[src/rtl/hsi_mon_pkg.sv]
// hsi_mon_pkg: framer states and default byte constants shared across the HSI monitor path
package hsi_mon_pkg;
    typedef enum logic [2:0] {S_IDLE, S_REQ, S_HDR, S_PAY, S_CHK} state_t;
    localparam logic [7:0] SYNC_BYTE_DEF = 8'h4D;
    localparam logic [7:0] IDLE_BYTE_DEF = 8'h5E;
    localparam logic [7:0] MSTR_ADDR_DEF = 8'h0B;
    localparam logic [7:0] SLV_ADDR_DEF  = 8'h09;
    localparam int         HDR_LEN       = 4;
endpackage

[src/rtl/hsi_skid_buf2.sv]
// hsi_skid_buf2: two-entry byte buffer, filled one cycle after each read request
module hsi_skid_buf2 (
    input  logic       clk,
    input  logic       n_rst,
    input  logic       in_valid,
    input  logic [7:0] in_data,
    output logic       out_valid,
    output logic [7:0] out_data,
    input  logic       out_ready,
    output logic [1:0] cnt
);
    logic [7:0] b0, b1;
    logic       pop;
    assign out_valid = cnt != 2'd0;
    assign out_data  = b0;
    assign pop       = out_valid && out_ready;
    always_ff @(posedge clk or negedge n_rst)
        if (!n_rst) begin
            cnt <= '0;
            b0  <= '0;
            b1  <= '0;
        end else begin
            cnt <= cnt + 2'(in_valid) - 2'(pop);
            b0  <= pop ? (cnt == 2'd1 ? in_data : b1) : (cnt == 2'd0 ? in_data : b0);
            b1  <= in_valid ? in_data : b1;
        end
endmodule

[src/rtl/hsi_monitor_framer.sv]
// hsi_monitor_framer: drains the monitor FIFO into SYNC/ADDR/LEN/payload/XOR byte frames
module hsi_monitor_framer
    import hsi_mon_pkg::*;
#(
    parameter int         USEDW_W     = 11,
    parameter int         MAX_PAYLOAD = 1024,
    parameter logic [7:0] SYNC_BYTE   = SYNC_BYTE_DEF,
    parameter logic [7:0] IDLE_BYTE   = IDLE_BYTE_DEF,
    parameter logic [7:0] MSTR_ADDR   = MSTR_ADDR_DEF,
    parameter logic [7:0] SLV_ADDR    = SLV_ADDR_DEF,
    parameter bit         CHK_EN      = 1'b1
) (
    input  logic               clk,
    input  logic               n_rst,
    input  logic               rd_rdy,
    input  logic               src,
    input  logic [USEDW_W-1:0] usedw,
    output logic               rdreq,
    input  logic [7:0]         d,
    output logic               tx_rdy,
    input  logic               tx_ack,
    output logic [7:0]         q,
    output logic               q_valid,
    input  logic               q_ready,
    output logic               last_byte,
    output logic               busy
);
    localparam logic [USEDW_W-1:0] MAX_LEN = USEDW_W'(MAX_PAYLOAD);
    state_t             state, nxt;
    logic [USEDW_W-1:0] len, rd_cnt, sent;
    logic [15:0]        len16;
    logic [7:0]         chk, hdr_byte, b_data;
    logic [1:0]         hdr_cnt, b_cnt;
    logic               src_l, pending, inflight, b_valid, start, acc, pay_last, finish;

    hsi_skid_buf2 u_buf (
        .clk(clk),
        .n_rst(n_rst),
        .in_valid(inflight),
        .in_data(d),
        .out_valid(b_valid),
        .out_data(b_data),
        .out_ready(q_ready && state == S_PAY),
        .cnt(b_cnt)
    );

    assign len16 = 16'(len);

    always_comb begin
        start     = (rd_rdy || pending) && usedw != '0;
        hdr_byte  = hdr_cnt == 2'd0 ? SYNC_BYTE : hdr_cnt == 2'd1 ? (src_l ? SLV_ADDR : MSTR_ADDR) :
                    hdr_cnt == 2'd2 ? len16[15:8] : len16[7:0];
        q_valid   = state == S_HDR || state == S_CHK || (state == S_PAY && b_valid);
        q         = !q_valid ? IDLE_BYTE : state == S_HDR ? hdr_byte : state == S_PAY ? b_data : chk;
        acc       = q_valid && q_ready;
        pay_last  = sent == len - USEDW_W'(1);
        last_byte = state == S_CHK || (state == S_PAY && b_valid && !CHK_EN && pay_last);
        // the skid buffer must always have room for every read still in flight
        rdreq     = state == S_PAY && 3'(b_cnt) + 3'(inflight) < 3'd2 && rd_cnt < len && usedw != '0;
        finish    = acc && (state == S_CHK || (state == S_PAY && pay_last && !CHK_EN));
        busy      = state != S_IDLE;
        nxt       = state;
        case (state)
            S_IDLE:  nxt = start ? S_REQ : S_IDLE;
            S_REQ:   nxt = tx_ack ? S_HDR : S_REQ;
            S_HDR:   if (acc && hdr_cnt == 2'(HDR_LEN - 1)) nxt = len == '0 ? S_CHK : S_PAY;
            S_PAY:   if (acc && pay_last) nxt = CHK_EN ? S_CHK : S_IDLE;
            S_CHK:   if (acc) nxt = S_IDLE;
            default: nxt = S_IDLE;
        endcase
    end

    always_ff @(posedge clk or negedge n_rst)
        if (!n_rst) begin
            state    <= S_IDLE;
            tx_rdy   <= 1'b0;
            len      <= '0;
            src_l    <= 1'b0;
            pending  <= 1'b0;
            hdr_cnt  <= '0;
            rd_cnt   <= '0;
            sent     <= '0;
            chk      <= '0;
            inflight <= 1'b0;
        end else begin
            state <= nxt;
            tx_rdy <= nxt == S_REQ;
            if (state == S_IDLE && start) begin
                len   <= usedw > MAX_LEN ? MAX_LEN : usedw;
                src_l <= src;
            end
            // leftover FIFO data re-arms the next chunk without a new rd_rdy
            pending  <= state == S_IDLE ? pending && !start : pending || rd_rdy || (finish && usedw != '0);
            hdr_cnt  <= state == S_HDR ? hdr_cnt + 2'(acc) : '0;
            rd_cnt   <= state == S_PAY ? rd_cnt + USEDW_W'(rdreq) : '0;
            sent     <= state == S_PAY ? sent + USEDW_W'(acc) : '0;
            chk      <= state == S_IDLE ? '0 : acc && state != S_CHK ? chk ^ q : chk;
            inflight <= rdreq;
        end
endmodule

[config.mk]
export PLATFORM = sky130hd
export DESIGN_NAME = hsi_monitor_framer
export DESIGN_NICKNAME = d
export VERILOG_FILES = /design/src/rtl/hsi_mon_pkg.sv /design/src/rtl/hsi_skid_buf2.sv /design/src/rtl/hsi_monitor_framer.sv
export SDC_FILE = /design/constraint.sdc
export NUM_CORES = 1
export LEC_CHECK = 0
export ABC_AREA = 1
export ABC_CLOCK_PERIOD_IN_PS = 2600
export BUFFER_PORTS_ARGS = -buffer_cell sky130_fd_sc_hd__buf_4
export CAP_MARGIN = 10
export CORE_MARGIN = 5
export CORE_UTILIZATION = 56
export CTS_BUF_LIST = sky130_fd_sc_hd__clkbuf_4
export CTS_CLUSTER_SIZE = 12
export DETAILED_ROUTE_END_ITERATION = 10
export PLACE_DENSITY = 0.86
export RECOVER_POWER = 100
export SETUP_SLACK_MARGIN = 0.4
export SLEW_MARGIN = 20
export SYNTH_ARGS = -nofsm -noshare
export SYNTH_HDL_FRONTEND = slang
export SYNTH_SLANG_ARGS = --single-unit
export TNS_END_PERCENT = 100
[constraint.sdc]
create_clock -name clk -period 2.6 [get_ports clk]
set_input_delay 0.13 -clock clk [delete_from_list [all_inputs] [get_ports clk]]
set_output_delay 0.13 -clock clk [all_outputs]
set_load 0.01 [all_outputs]
==> summary.txt, run 1 <==
Outcome
  • Run status: finished with violations
  • Failing checks: max-capacitance violations, max-slew violations, negative setup slack

Routing
  • Wire length per cell: 20.60 um
  • Final WL: 15.45 mm
  • Drt via density: 6.181
  • Post-DRT Antenna Nets: 0
  • # DRC: 0
  • First-pass DRT Iterations: 7
  • Starting DRC count in detailed routing: 799
  • Vias: 4636

Final layout
  • Filler Cell Count: 336
  • Register area: 1708 um^2
  • Area of the multi-input gates: 2442 um^2
  • Antenna diode count: 0
  • Fin cells: 750
  • P&R area growth vs syn: 45.96%
  • Fraction of layout cells with a size suffix above 1: 34.25%
  • Nets: 692
  • Core Util, Final: 84.74%

Global route
  • Largest net degree at the start of global routing: 69
  • Initial antenna violation count: 0
  • Number of global-route vias before repair: 4214
  • Total track usage: 30.21%
  • First-pass GRT wire length: 20.70 mm
  • Global route overflow: 0

Pwr
  • Static Leakage: 2.723 nW
  • Cell Pwr Density: 1078 nW/um^2
  • Maximum vdd drop: 0.7026 mV
  • Int Pwr: 3.247 mW
  • Combinational share of power: 62.1%
  • Clk pwr share: 11.9%
  • Sw Pwr: 2.992 mW
  • Sw Share: 47.95%
  • Seq pwr share: 26.0%

Worst setup path
  • CP Launch Type: flop
  • Worst EP arrival: 3020 ps
  • R2R setup slack: -90 ps
  • Crit end category: flop
  • Slowest cell on the critical path: dfrtp_1
  • Critical path type: reg -> reg
  • CP most frequent cell: nor2_2
  • Max stage delay on crit path: 410 ps
  • Crit path max fanout: 3
  • Largest delay share family, worst path: simple AND/OR/NAND/NOR gates
  • Bufs and invs on worst path: 1
  • CP required: 2930 ps
  • Crit path cell chain: inv_1, ha_2, a21oi_4, nor2_2, a211oi_2, nand4_1, nor2_2, ha_2, ha_4, nand2_4, nor2_4, nand2_1, nor2_2, nand2_2, nor2_4, nand3_2, o21ai_1, a21oi_1

Synthesis
  • EDFF count, synth: 0
  • Post-Syn Area per Cell: 7.642 um^2
  • Largest area contributor in the netlist: dfrtp_1
  • Most common library cells after synthesis: nand2_1, nor2_1, dfrtp_1, inv_1, nand3_1
  • Cell Area, Synth: 3966 um^2
  • Most numerous cell in the Yosys netlist: nand2_1
  • Post-synthesis net count: 562
  • Warnings, synthesis: 0
  • Seq/Total Area, Yosys: 42.90%
  • Gate Count Post-Synth: 519
  • Dominant cells by area after synthesis: dfrtp_1, nand2_1, nor2_1
  • Asr flop ratio synth: 100.0%
  • Post-synthesis cell type count: 36
  • Post-synth top area share: 42.90%
  • Main synth FF type: dfrtp_1
  • Flops & latches, synth: 68

Place
  • Placed cell count: 670
  • IO buf count: 37
  • Final HPWL DP: 7.569 mm
  • RD Place Congestion: 0.9581
  • Pre-CTS setup slack: -44.47 ps

CTS
  • CTS Root Buffer Type: clkbuf_4
  • Skew-Pair Late Insertion Delay: 450 ps
  • Reg clk slew, reported paths: 130 ps
  • CTS max path bufs: 2
  • CTS tree: built
  • CTS sink cnt: 68
  • H-tree level count: 3
  • Total CTS buffers: 9

STA
  • Fin Hold WS: 10.79 ps
  • Tmin final: 2690 ps
  • Setup violators final: 3
  • Clock skew: 15.54 ps
  • RSZ-0062 raised after global routing: true
  • Period utilisation layout: 103.5%
  • Max-slew violations: 69
  • Final hold violations: 0
  • Max Clock Freq: 371.7 MHz
  • Setup ws final: -90.42 ps
  • Slew margin rel.: -11.92%
  • Total negative slack: -140.8 ps
  • Slew of the pin with the lowest slew margin: 1679 ps

Run
  • Max cap viols: 1

Die
  • FP Rows: 30
  • I/O pin cnt: 38
  • Die X: 94.16 um
  • Die area: 8866 um^2
  • Starting Density: 58.06%
  • Die Span Y: 94.16 um
  • Core Region: 6832 um^2

Min path
  • Hold crit path type: in -> reg
-- layout make-up --
type / instances / share of cell area, %
multi-input cells: 376 / 42.19
flip-flops and latches: 68 / 29.50
repair buffers: 126 / 18.98
inverters: 66 / 4.603
well taps: 96 / 2.075
clock inverters: 7 / 1.318
clock buffers: 9 / 1.167
repair inverters: 2 / 0.1729
-- tightest hold or removal path: cells and delay by family --
| family | cells | cell delay, ps |
|---|---|---|
| simple gates | 4 | 230 |
| buf+inv | 1 | 80 |
-- flip-flops by register name, indices dropped and copies added, names as in the netlist --
| signal | count |
|---|---|
| inflight | 1 |
| state | 3 |
| hdr_cnt | 2 |
| rd_cnt | 11 |
| len | 11 |
| pending | 1 |
| u_buf.out_data | 8 |
| u_buf.b1 | 8 |
| src_l | 1 |
| chk | 8 |
| sent | 11 |
| u_buf.cnt | 2 |
| tx_rdy | 1 |
-- final timing paths --
kind	from	to	cells past startpoint
max in group asynchronous	n_rst	state[2]	2
min reg2reg	src_l	src_l	2
min	rd_rdy	pending	5
max reg2reg	len[7]	rd_cnt[10]	18
max	len[7]	rd_cnt[10]	18
min in group asynchronous	n_rst	len[7]	2
-- through the flow --
stage | instance area, um^2 | power [mW]
final | 5789 | 6.239
after global placement | 4582 | 4.064
after global routing | 5789 | 6.553
after CTS | 5311 | 5.236
after floorplan | 4029 | 3.261
after detailed placement | 4582 | 4.177
-- cell families (layout without fill, tap and decap cells) --
kind of cell / count (synthesis) / after routing / share of synthesized area, %
adders and majority gates: 18 / 18 / 5.678
AOI/OAI and AO/OA: 85 / 85 / 11.67
muxes: 6 / 6 / 1.703
DFF: 68 / 68 / 42.90
xor gates and xnor gates: 14 / 14 / 3.092
and+or+nand+nor: 253 / 253 / 27.51
buffers and inverters: 75 / 210 / 7.445
-- repair_timing --
item / in CTS / in global routing
endpoints found under the setup margin: 19 / 37
pin swaps: 14 / 23
gates resized for setup: 52 / 89
hold buffers: 21 / 0
endpoints found under the hold margin: 95 / 0
cloned: 0 / 2
setup buffers: 24 / 17
-- placed cells by master, fill, tap and decap left out, types with 4 or more instances in the layout --
| master | netlist | routed |
|---|---|---|
| a21oi_1 | 27 | 20 |
| a21oi_2 | 0 | 5 |
| buf_4 | 1 | 74 |
| buf_6 | 1 | 25 |
| clkbuf_4 | 0 | 9 |
| dfrtp_1 | 68 | 63 |
| dfrtp_2 | 0 | 5 |
| dlygate4sd3_1 | 0 | 21 |
| ha_1 | 18 | 6 |
| ha_4 | 0 | 10 |
| inv_1 | 63 | 49 |
| inv_2 | 3 | 12 |
| mux2_2 | 6 | 5 |
| nand2_1 | 109 | 95 |
| nand2_2 | 3 | 9 |
| nand2_4 | 1 | 7 |
| nand3_1 | 43 | 37 |
| nand3_4 | 1 | 4 |
| nor2_1 | 74 | 57 |
| nor2_2 | 2 | 8 |
| nor2_4 | 3 | 14 |
| nor3_1 | 11 | 7 |
| o21ai_0 | 41 | 35 |
| o21ai_1 | 3 | 6 |
| xnor2_1 | 8 | 7 |
| xor2_1 | 6 | 6 |
-- layer usage --
layer	track usage [%]	part of all wire [%]	up-vias
met2	51.65	48	394
met5	0	0	-
met1	36.04	34	2149
met4	16.73	7.3	0
met3	4.728	10	137
li1	-	-	1956
-- power groups by stage --
| stage | clock network (mW) | logic (mW) | registers [mW] |
|---|---|---|---|
| final | 0.743 | 3.88 | 1.62 |
| after global routing | 0.799 | 4.11 | 1.64 |
| after CTS | 0.728 | 2.94 | 1.56 |
| after detailed placement | 0 | 2.59 | 1.58 |
| after global placement | 0 | 2.49 | 1.57 |
| after floorplan | 0 | 1.70 | 1.56 |
(Power assumes the default switching activity.)
==> inputs of run 2 (changes only) <==
PLACE_DENSITY = default   (was 0.86)
PLACE_DENSITY_LB_ADDON = 0.3   (was default)
==> run 2 against run 1 <==
- the flow still finishes with violations (max-capacitance violations, max-slew violations, negative setup slack)
- register-to-register slack got worse by 130 ps
- clock power is 5.0% higher
- routed wire length hardly changed
- critical path type unchanged
==> summary.txt, run 2 (same netlist as run 1, synthesis figures left out) <==
Pwr
  • Cell Pwr Density: 1073 nW/um^2 (-0.44%)
  • Clk pwr share: 12.6% (+0.7 points)
  • Int Pwr: 3.235 mW (-0.37%)
  • Static Leakage: 2.759 nW (+1.3%)
  • Combinational share of power: 61.2% (-0.9 points)
  • Maximum vdd drop: 0.7366 mV (+4.8%)
  • Seq pwr share: 26.2% (+0.2 points)
  • Final Power: 6.216 mW (-0.38%)
  • Sw Pwr: 2.980 mW (-0.39%)
  • Sw Share: 47.95% (about the same)

Final layout
  • Antenna diode count: 0 (unchanged)
  • Fraction of layout cells with a size suffix above 1: 36.23% (+2.0 points)
  • Most frequent cells in the layout: nand2_1, buf_4, dfrtp_1, inv_1, nor2_1
  • P&R area growth vs syn: 46.06% (about the same)
  • Register area: 1705 um^2 (-0.15%)
  • Core Util, Final: 84.80% (about the same)
  • Area of the multi-input gates: 2435 um^2 (-0.31%)
  • Nets: 695 (+0.43%)
  • Filler Cell Count: 331 (-1.5%)
  • Most common cell after layout, fill and taps aside: nand2_1
  • Largest regs: len (11), rd_cnt (11), sent (11)

CTS
  • CTS tree: built
  • Total CTS buffers: 9 (unchanged)
  • CTS sink cnt: 68 (unchanged)
  • CTS Root Buffer Type: clkbuf_4
  • H-tree level count: 3 (unchanged)
  • Reg clk slew, reported paths: 150 ps (+20 ps)
  • CTS max path bufs: 2 (unchanged)
  • Skew-Pair Late Insertion Delay: 470 ps (+20 ps)

STA
  • Max Clock Freq: 354.7 MHz (-4.6%)
  • Tmin final: 2820 ps (+129.1 ps)
  • Final hold violations: 0 (unchanged)
  • Setup ws final: -219.5 ps (-129.1 ps)
  • Clock skew: 22.50 ps (+6.958 ps)
  • Max-slew violations: 69 (unchanged)
  • Slew margin rel.: -11.41% (+0.52 points)
  • Period utilisation layout: 108.4% (+5.0 points)
  • RSZ-0062 raised after global routing: true
  • Setup violators final: 7 (+4)
  • Slew of the pin with the lowest slew margin: 1671 ps (-7.726 ps)

Routing
  • Final WL: 15.45 mm (about the same)
  • First-pass DRT Iterations: 6 (-1)
  • Wire length per cell: 20.52 um (-0.42%)
  • Vias: 4627 (-0.19%)
  • Post-DRT Antenna Nets: 0 (unchanged)
  • # DRC: 0 (unchanged)
  • Drt via density: 6.145 (-0.59%)
  • Starting DRC count in detailed routing: 603 (-25%)

Global route
  • M3 GR Usage: 5.128% (+0.40 points)
  • Largest net degree at the start of global routing: 69 (unchanged)
  • Number of global-route vias before repair: 4112 (-2.4%)
  • Met2 usage: 47.22% (-4.4 points)
  • Layer with the highest usage: met2
  • Total track usage: 28.78% (-1.4 points)
  • Global route overflow: 0 (unchanged)
  • Met1 usage in global routing: 36.04% (about the same)
  • Initial antenna violation count: 0 (unchanged)
  • First-pass GRT wire length: 19.75 mm (-4.6%)

Worst setup path
  • FF-to-FF path depth: 19 (+1)
  • FF-to-FF End: rd_cnt[8]
  • Slowest cell on the critical path: dfrtp_1
  • Crit path cell chain: inv_1, ha_4, nand2_2, nor2_1, a211oi_2, nand4_1, nor2_2, ha_2, ha_4, nand2_4, nor2_4, nand2_1, nor2_2, nand2_2, nor2_4, buf_6, nand2_4, nand2_2, nor2_2
  • Worst reg2reg path startpoint: len[9]
  • Crit end category: flop
  • CP required: 2940 ps (about the same)
  • Critical path type: reg -> reg
  • Max stage delay on crit path: 410 ps (about the same)
  • Worst EP arrival: 3160 ps (+140 ps)
  • CP Launch Type: flop
  • R2R setup slack: -220 ps (-130 ps)
  • Crit path max fanout: 2 (-1)

Min path
  • Worst Min Path Start: q_ready
  • Min-Delay Path Depth: 4 (-1)
  • Sink of the worst hold path: state[2]
  • Hold crit path type: in -> reg

Die
  • Starting Density: 58.06% (unchanged)
  • Die area: 8866 um^2 (unchanged)
  • I/O pin cnt: 38 (unchanged)
  • Core Region: 6832 um^2 (unchanged)
  • Die X: 94.16 um (unchanged)
  • Die Span Y: 94.16 um (unchanged)
  • FP Rows: 30 (unchanged)

Outcome
  • Run status: finished with violations
  • Failing checks: max-capacitance violations, max-slew violations, negative setup slack

Place
  • RD Place Congestion: 0.9542 (-0.41%)
  • IO buf count: 37 (unchanged)
  • Pre-CTS setup slack: -28.06 ps (+16.40 ps)
  • Final HPWL DP: 7.350 mm (-2.9%)

Run
  • Max cap viols: 1 (unchanged)
==> run 2: changes by cell type in the layout (fill, tap and decap cells not counted), sizes merged <==
| cell | before | now |
|---|---|---|
| clkbuf | 13 | 12 |
| clkinv | 3 | 1 |
| inv | 66 | 68 |
| buf | 101 | 105 |
==> run 2: layer usage <==
layer	up-vias	part of all wire (%)
met5	-	0
met4	0	8.0
met3	136	9.7
met2	346	47
met1	2176	35
li1	1969	-
==> run 2: power groups by stage <==
stage | clock, mW | sequential (mW) | combinational, mW
final | 0.780 | 1.63 | 3.81
after floorplan | 0 | 1.56 | 1.70
after detailed placement | 0 | 1.59 | 2.58
after global routing | 0.827 | 1.65 | 4.05
after global placement | 0 | 1.57 | 2.50
after CTS | 0.766 | 1.57 | 2.83
==> run 2: area by class of cell <==
| type | instances | area share (%) |
|---|---|---|
| clock buffer | 9 | 1.166 |
| sequential | 68 | 29.44 |
| timing repair inverter | 2 | 0.2160 |
| clock inverter | 7 | 1.425 |
| timing repair buffer | 129 | 19.09 |
| multi-input combinational | 376 | 42.03 |
| inverter | 66 | 4.557 |
| tap | 96 | 2.073 |
==> run 2: worst max-delay path by stage <==
stage	endpoint	slack, ps	cells after the start	startpoint
floorplan	rd_cnt[10]	40	18	len[8]
global placement	rd_cnt[10]	40	18	len[8]
detailed placement	rd_cnt[10]	-30	18	len[10]
CTS	rd_cnt[10]	100	18	len[8]
global route	rd_cnt[10]	-340	18	len[9]
finish	rd_cnt[8]	-220	19	len[9]
==> run 2: metrics by stage <==
| stage | cells | area, um^2 | hold slack, ps | setup TNS (ps) |
|---|---|---|---|---|
| finish | 753 | 5793 | 49.78 | -725.4 |
| global route | 753 | 5793 | 28.26 | -1486 |
| CTS | 734 | 5249 | 5.197 | 0 |
| detailed placement | 671 | 4589 | 291.1 | -28.06 |
| global placement | 671 | 4589 | 288.6 | 0 |
| floorplan | 519 | 4029 | -165.6 | 0 |
==> run 2: repair_timing <==
action | 4_1_cts | 5_1_grt
pin swaps | 12 | 42
gates resized for setup | 30 | 115
gates cloned | 0 | 2
hold buffers | 21 | 0
endpoints found under the hold margin | 96 | 0
buffers inserted | 26 | 17
endpoints found under the setup margin | 15 | 32
==> run 2: critical path, delay by kind of cell, from the launching register on <==
kind / cells / cell delay [ps]
compound gates: 1 / 170
fa+ha+maj: 3 / 620
buf+inv: 2 / 280
flops: 1 / 410
simple gates: 13 / 1220
==> inputs of run 3 (changes only) <==
ABC_CLOCK_PERIOD_IN_PS = 2300   (was 2600)
CORE_UTILIZATION = 50   (was 56)
clock period = 2.3 ns   (was 2.6 ns; I/O delays follow)
==> run 3 against run 2 <==
- the run still ends with max-capacitance violations, max-slew violations, negative setup slack left
- count of clock-buffer cells in the layout did not move
- critical path type unchanged
- global-route usage is 2.6 points lower
- hold slack worse by 38 ps
- critical path depth decreased by 1
- clock power up 16%
- sequential share of layout area shrank 3.6 points
- first-iteration DRC count shrank 3.2%
- worst setup slack worse by 380 ps
==> summary.txt, run 3 (same netlist as run 1, synthesis figures left out) <==
Worst setup path
  • Crit path max fanout: 2 (unchanged)
  • CP Launch Type: flop
  • CP required: 2660 ps (-280 ps)
  • R2R setup slack: -600 ps (-380 ps)
  • Worst EP arrival: 3260 ps (+100 ps)
  • Critical path type: reg -> reg
  • Crit end category: flop

STA
  • Total negative slack: -5465 ps (-4740 ps)
  • Slew margin rel.: -18.03% (-6.6 points)
  • Period utilisation layout: 126.0% (+18 points)
  • Setup violators final: 24 (+17)
  • Slew of the pin with the lowest slew margin: 1771 ps (+99.44 ps)
  • Setup ws final: -597.3 ps (-377.7 ps)
  • Clock skew: 33.41 ps (+10.92 ps)
  • Final hold violations: 0 (unchanged)
  • Max Clock Freq: 345.2 MHz (-2.7%)
  • Tmin final: 2897 ps (+77.71 ps)
  • RSZ-0062 raised after global routing: true
  • Max-slew violations: 69 (unchanged)

CTS
  • H-tree level count: 3 (unchanged)
  • Skew-Pair Late Insertion Delay: 490 ps (+20 ps)
  • CTS max path bufs: 2 (unchanged)
  • CTS tree: built
  • CTS Root Buffer Type: clkbuf_4
  • CTS sink cnt: 68 (unchanged)
  • Total CTS buffers: 9 (unchanged)
  • Reg clk slew, reported paths: 160 ps (about the same)

Place
  • Placed cell count: 705 (+5.1%)
  • Final HPWL DP: 7.933 mm (+7.9%)
  • IO buf count: 37 (unchanged)
  • RD Place Congestion: 0.8840 (-7.4%)
  • Placed inst area: 4825 um^2 (+5.1%)

Final layout
  • Most common cell after layout, fill and taps aside: buf_4
  • Fraction of layout cells with a size suffix above 1: 46.33% (+10 points)
  • P&R area growth vs syn: 66.28%
  • Antenna diode count: 0 (unchanged)
  • Post-route cell area: 6595 um^2 (+14%)
  • Core Util, Final: 85.35% (+0.55 points)
  • Fin cells: 810 (+7.6%)
  • Nets: 746 (+7.3%)
  • Largest regs: len (11), rd_cnt (11), sent (11)
  • Most frequent cells in the layout: buf_4, nand2_1, dfrtp_1, buf_6, nor2_1

Pwr
  • Clk pwr share: 10.9% (-1.7 points)
  • Seq pwr share: 22.6% (-3.6 points)
  • Static Leakage: 3.132 nW (+14%)
  • Combinational share of power: 66.5% (+5.3 points)
  • Sw Pwr: 3.939 mW (+32%)
  • Sw Share: 47.50% (-0.44 points)
  • Maximum vdd drop: 0.8206 mV (+11%)
  • Int Pwr: 4.352 mW (+35%)
  • Cell Pwr Density: 1257 nW/um^2 (+17%)
  • Final Power: 8.291 mW (+33%)

Min path
  • Hold crit path type: in -> reg

Routing
  • Final WL: 17.79 mm (+15%)
  • First-pass DRT Iterations: 6 (unchanged)
  • Vias: 5045 (+9.0%)
  • # DRC: 0 (unchanged)
  • Starting DRC count in detailed routing: 584 (-3.2%)
  • Wire length per cell: 21.96 um (+7.0%)
  • Drt via density: 6.228 (+1.4%)
  • Post-DRT Antenna Nets: 0 (unchanged)

Global route
  • Total track usage: 26.22% (-2.6 points)
  • Number of global-route vias before repair: 4276 (+4.0%)
  • First-pass GRT wire length: 20.42 mm (+3.4%)
  • Global route overflow: 0 (unchanged)
  • Initial antenna violation count: 0 (unchanged)
  • Largest net degree at the start of global routing: 69 (unchanged)

Die
  • Starting Density: 51.33% (-6.7 points)
  • Core Region: 7727 um^2 (+13%)
  • Die area: 9814 um^2 (+11%)
  • I/O pin cnt: 38 (unchanged)
  • Die Span Y: 99.07 um (+5.2%)
  • FP Rows: 32 (+6.7%)
  • Die X: 99.07 um (+5.2%)

Outcome
  • Run status: finished with violations
  • Failing checks: max-capacitance violations, max-slew violations, negative setup slack

Run
  • Max cap viols: 1 (unchanged)
-- run 3: cell types whose count changed in the layout (fill, tap and decap cells not counted), moves of 5 or more --
cell	delta
o21ai_0	-19
nand3_1	-10
buf_6	+30
nand2_1	-5
nand3_4	+8
o21ai_2	+10
o21ai_1	+7
buf_4	+18
-- run 3: path summary, 6_finish.rpt --
kind | startpoint | to | depth (start not counted)
max in group asynchronous | n_rst | state[2] | 2
worst min register to register | u_buf.b1[7] | u_buf.out_data[7] | 2
worst max-delay path | len[2] | rd_cnt[10] | 18
worst min-delay path | q_ready | state[2] | 4
worst max register to register | len[2] | rd_cnt[10] | 18
min in group asynchronous | n_rst | sent[2] | 2
-- run 3: critical path, stage by stage (launching register included) --
cell	delay (ps)
dfrtp_1	460
inv_2	110
ha_4	210
a21oi_2	120
o21ai_1	110
nand3_1	100
nand4_1	140
nor2_2	200
ha_2	240
ha_4	150
nand2_4	60
nor2_4	80
nand2_1	70
nor2_2	130
nand2_2	90
nor2_4	130
nand3_2	120
o21ai_2	170
a21oi_1	70
-- run 3: metal layers --
metal  GRT usage, %  part of all wire (%)  vias up
met1          32.27                    33     2344
met5              0                     0        -
met2          44.27                    47      452
met3          4.600                    10      179
met4          12.92                   9.1        0
li1               -                     -     2070
-- run 3: final cells by class --
class                   instances  area (um^2)
multi-input cells             376         2694
flip-flops and latches         68         1703
repair buffers                181         1649
fillers                       379         1132
inverters                      66        265.3
well taps                     102        127.6
clock inverters                 7        81.33
clock buffers                   9        67.56
repair inverters                1        7.507
-- run 3: per-stage QoR --
| step | hold WS [ps] | setup slack, ps |
|---|---|---|
| 2_1_floorplan | -180.6 | -261.1 |
| 3_3_place_gp | 281.0 | -188.4 |
| 3_5_place_dp | 291.5 | -418.4 |
| 4_1_cts | 1.079 | -309.5 |
| 5_1_grt | 16.80 | -705.8 |
| 6_report | 12.07 | -597.3 |
-- run 3: timing repair --
item | in CTS | in global routing
pin swaps | 29 | 64
gates cloned | 1 | 0
setup buffers | 33 | 33
hold endpoints to repair | 97 | 1
setup endpoints to repair | 37 | 62
gates resized for setup | 103 | 146
hold buffers | 21 | 1
-- run 3: power groups by stage --
stage	sequential, mW	clock [mW]	combinational, mW
6_report	1.87	0.902	5.52
5_1_grt	1.89	0.943	5.73
4_1_cts	1.78	0.858	3.95
3_5_place_dp	1.78	0	3.16
3_3_place_gp	1.76	0	3.06
2_1_floorplan	1.76	0	1.92
